<file path="src/rtl/fifo_rd_stream_adapter.sv">
// FIFO read-side master: issues reads, absorbs the one-cycle FIFO read latency
// through a 3-entry skid buffer, and presents the words on a valid/ready stream.
//
// state  | meaning
// IDLE   | not fetching, buffer empty, nothing in flight
// ACTIVE | fetching from the FIFO while enable is high
// DRAIN  | enable dropped; finish in-flight capture and empty the buffer
module fifo_rd_stream_adapter #(
    parameter int FIFO_WIDTH = 16,
    parameter int CNT_WIDTH  = 16
) (
    input  logic                  clk,
    input  logic                  rst_n,
    input  logic                  enable,
    input  logic                  fifo_empty,
    input  logic [FIFO_WIDTH-1:0] fifo_data_out,
    input  logic                  fifo_underflow,
    output logic                  fifo_rd_en,
    output logic                  m_valid,
    input  logic                  m_ready,
    output logic [FIFO_WIDTH-1:0] m_data,
    output logic [CNT_WIDTH-1:0]  words_out,
    output logic                  busy,
    output logic                  err_underflow
);

    typedef enum logic [1:0] {
        S_IDLE   = 2'd0,
        S_ACTIVE = 2'd1,
        S_DRAIN  = 2'd2
    } state_t;

    state_t                state_q, state_d;
    logic [FIFO_WIDTH-1:0] buf_q [3];
    logic [1:0]            head_q, tail_q;
    logic [1:0]            cnt_q;
    logic                  inflight_q;
    logic [CNT_WIDTH-1:0]  words_q;
    logic                  err_q;
    logic                  push, pop;

    function automatic logic [1:0] ptr_inc(input logic [1:0] p);
        return (p == 2'd2) ? 2'd0 : p + 2'd1;
    endfunction

    // Space check counts the in-flight word so a stall can never overfill the buffer.
    assign fifo_rd_en = rst_n & enable & ~fifo_empty &
                        (({1'b0, cnt_q} + {2'b00, inflight_q}) <= 3'd2);

    assign push          = inflight_q;
    assign m_valid       = (cnt_q != 2'd0);
    assign pop           = m_valid & m_ready;
    assign m_data        = buf_q[head_q];
    assign words_out     = words_q;
    assign err_underflow = err_q;
    assign busy          = (state_q != S_IDLE);

    always_comb begin
        state_d = state_q;
        case (state_q)
            S_IDLE: begin
                if (enable) state_d = S_ACTIVE;
            end
            S_ACTIVE: begin
                if (!enable) state_d = (cnt_q != 2'd0 || inflight_q) ? S_DRAIN : S_IDLE;
            end
            S_DRAIN: begin
                if (enable)                             state_d = S_ACTIVE;
                else if (cnt_q == 2'd0 && !inflight_q) state_d = S_IDLE;
            end
            default: state_d = S_IDLE;
        endcase
    end

    always_ff @(posedge clk or negedge rst_n) begin
        if (!rst_n) begin
            state_q    <= S_IDLE;
            head_q     <= 2'd0;
            tail_q     <= 2'd0;
            cnt_q      <= 2'd0;
            inflight_q <= 1'b0;
            words_q    <= '0;
            err_q      <= 1'b0;
            for (int i = 0; i < 3; i++) buf_q[i] <= '0;
        end else begin
            state_q    <= state_d;
            inflight_q <= fifo_rd_en;
            if (push) begin
                buf_q[tail_q] <= fifo_data_out;
                tail_q        <= ptr_inc(tail_q);
            end
            if (pop) begin
                head_q  <= ptr_inc(head_q);
                words_q <= words_q + CNT_WIDTH'(1);
            end
            if (push && !pop)      cnt_q <= cnt_q + 2'd1;
            else if (!push && pop) cnt_q <= cnt_q - 2'd1;
            if (fifo_underflow) err_q <= 1'b1;
        end
    end

`ifndef SYNTHESIS
    always_ff @(posedge clk) begin
        if (rst_n) begin
            assert (!(push && !pop && cnt_q == 2'd3))
                else $error("skid buffer overflow");
        end
    end
`endif

endmodule

</file>
<file path="config.mk">
export PLATFORM = sky130hd
export DESIGN_NAME = fifo_rd_stream_adapter
export DESIGN_NICKNAME = d
export VERILOG_FILES = /design/src/rtl/fifo_rd_stream_adapter.sv
export SDC_FILE = /design/constraint.sdc
export NUM_CORES = 1
export LEC_CHECK = 0
export ABC_CLOCK_PERIOD_IN_PS = 2500
export BUFFER_PORTS_ARGS = -buffer_cell sky130_fd_sc_hd__buf_2
export CELL_PAD_IN_SITES_DETAIL_PLACEMENT = 1
export CELL_PAD_IN_SITES_GLOBAL_PLACEMENT = 1
export CORE_MARGIN = 3
export CORE_UTILIZATION = 40
export CTS_BUF_LIST = sky130_fd_sc_hd__clkbuf_8 sky130_fd_sc_hd__clkbuf_16
export CTS_CLUSTER_SIZE = 24
export DETAILED_ROUTE_END_ITERATION = 8
export PLACE_DENSITY = 0.7
export SLEW_MARGIN = 5
export SYNTH_ARGS = -nofsm -noshare
export SYNTH_HDL_FRONTEND = slang
export SYNTH_SLANG_ARGS = --single-unit
</file>
<file path="constraint.sdc">
create_clock -name clk -period 2.5 [get_ports clk]
set_clock_uncertainty 0.15 [all_clocks]
set_input_delay 0.375 -clock clk [delete_from_list [all_inputs] [get_ports clk]]
set_output_delay 0.375 -clock clk [all_outputs]
set_load 0.01 [all_outputs]
</file>
==> reports/metrics.cfg <==
[run_status]
status = complete, no violations

[setup_path]
critPathLaunchType = flop
worst-path-max-fanout = 5
worstPathRequired_ns = 1.98
ff2ff_setup_slack_ns = 0.50
crit_type = reg -> out
critPathCaptureType = output port
crit_arrival_ns = 1.73

[clocking]
cts_setup_buffers = 0
clk_root_buffer_cell = clkbuf_8
cts_tree = yes
clockBufferDepth = 2
h-tree-depth = 3
clkLatencyLatePin_ns = 0.34
cts_buffers = 9
ctsResizeCount = 0
cts.sink_count = 74
hold_buffers = 0
path_clk_slew_ns = 0.08

[synthesis]
synth.top_cell.area_share = 0.556
ys.flop_type = dfrtp_1
ys_seq_elements = 74
synth_top_area_cell = dfrtp_1
syn_nets = 291
yosysUniqueCellTypes = 30
seq_area_frac_synth = 0.556
yosys_warnings = 0
synth_cells = 264
async_flop_share = 1.00
syn-mean-instance-area_um2 = 12.6
synth_edf_count = 0
syn_area_um2 = 3330
synthTopCellsByArea = dfrtp_1, mux2_2, mux2i_1

[grt]
grt_pass1_vias = 2540
grt_start_max_net_pins = 75
track_usage = 0.165
antenna_found_initial = 0
grt_pass1_wl_mm = 12.7
overflow = 0

[detailed_routing]
drt_wl_total_mm = 7.32
ant_nets = 0
drc = 0
avgRoutedWirePerCell_um = 16.7
via_count = 2242
dr.pass1.iters = 4
drt_iter0_markers = 42
vias_per_cell = 5.12

[finish]
fin_nets = 358
layout_commonest_cell = dfrtp_1
syn2layout_area_growth_pct = 20.5
mostFrequentLayoutCells = dfrtp_1, buf_2, mux2_2, nand2_1, o21ai_0
drive_above_1_share = 0.411
diodes = 0

[pwr]
p_comb_frac = 0.352
seqPwrFrac = 0.412
switching_share = 0.327
clockPowerShare = 0.236
power.density_nw_per_um2 = 1220
p_int_mw = 3.30
switchingPower_mw = 1.60
ir_worst_vdd_v = 0.000504
p_leak_nw = 1.91

[timing]
fin_crit_ns = 2.26
fmax_mhz = 443
setup_viol = 0
rsz0062_at_grt = false
fin_setup_tns_ns = 0
final_max_slew_viol_count = 0
slew_headroom = 0.364
worst-slew-pin-transition_ns = 0.954
finalHoldViolCount = 0
fin_crit_sh = 0.904
setup_slack_ns = 0.241

[floorplanning]
design.die.area_um2 = 9460
core_um2 = 7890
ios = 58
die_y_um = 97.3
die_x_um = 97.3
start_util = 0.422
rows = 32

[worst_hold_path]
hp-class = in -> reg

[placed_design]
io_buffers = 57
dpl.hpwl_mm = 4.96
gp_congestion = 0.753
pre_cts_ws_ns = 0.486

[job]
cap_violations = 0

==> per-stage QoR <==
| step | instances | hold slack, ns | area (um^2) | power [mW] | util |
|---|---|---|---|---|---|
| global route | 438 | 0.0353 | 4020 | 5.26 | 0.509 |
| finish | 438 | 0.0442 | 4020 | 4.90 | 0.509 |
| global placement | 422 | 0.305 | 3760 | 3.68 | 0.476 |
| CTS | 438 | 0.0397 | 4010 | 4.96 | 0.508 |
| detailed placement | 422 | 0.308 | 3760 | 3.79 | 0.476 |
| floorplan | 264 | -0.0706 | 3330 | 3.12 | - |
==> critical path: stages, from the launching register on <==
cell and delay [ns]:
dfrtp_1 0.45, ha_1 0.20, inv_1 0.05, ha_1 0.27, a21oi_1 0.07, nor3_2 0.19
buf_2 0.16
==> Yosys cell counts (2+ instances only) <==
library cell	number
a21o_1	2
buf_2	6
clkbuf_1	2
dfrtp_1	74
ha_1	5
inv_1	7
mux2_2	38
mux2_4	10
mux2i_1	16
nand2_1	30
nand3_1	3
nand4_1	5
nor2_1	6
nor3_1	9
o21ai_0	17
or2_2	4
xnor2_1	11
xor2_1	7
==> final timing paths <==
check                         startpoint       endpoint  cells past startpoint
max                             cnt_q[0]     fifo_rd_en                      6
max reg2reg                   inflight_q       buf_q[0]                      3
min reg2reg                err_underflow  err_underflow                      1
min in group asynchronous          rst_n      buf_q[18]                      2
min                           fifo_empty     inflight_q                      2
max in group asynchronous          rst_n      buf_q[24]                      2
==> cell type report <==
| cell class | instances | area, um^2 |
|---|---|---|
| Clock buffer | 11 | 151 |
| Sequential cell | 74 | 1850 |
| Clock inverter | 5 | 101 |
| Fill cell | 857 | 3870 |
| Inverter | 8 | 30.0 |
| Multi-Input combinational cell | 172 | 1400 |
| Timing Repair Buffer | 66 | 355 |
| Tap cell | 102 | 128 |
==> routing by layer <==
| layer | GRT usage | part of all wire |
|---|---|---|
| met5 | 0 | 0 |
| met4 | 0.0511 | 0.010 |
| met3 | 0.0388 | 0.034 |
| met2 | 0.277 | 0.51 |
| met1 | 0.214 | 0.45 |
==> power groups by stage <==
| stage | clock network, mW | logic (mW) | registers [mW] |
|---|---|---|---|
| after detailed placement | 0 | 1.74 | 2.04 |
| after CTS | 1.18 | 1.76 | 2.03 |
| after global placement | 0 | 1.68 | 2.00 |
| final | 1.16 | 1.72 | 2.02 |
| after global routing | 1.24 | 1.92 | 2.09 |
| after floorplan | 0 | 1.16 | 1.96 |
==> cells by family after synthesis <==
family	share of synthesized area
compound gates	0.0361
mux	0.222
simple gates	0.0943
xor+xnor	0.0473
flops	0.556
buf+inv	0.0259
fa+ha+maj	0.0188
==> state kept, by name (all words and copies together) (netlist names) <==
name,cells
buf_q,48
cnt_q,2
err_underflow,1
head_q,2
inflight_q,1
state_q,2
tail_q,2
words_out,16
Power figures use the tool's default switching activity.
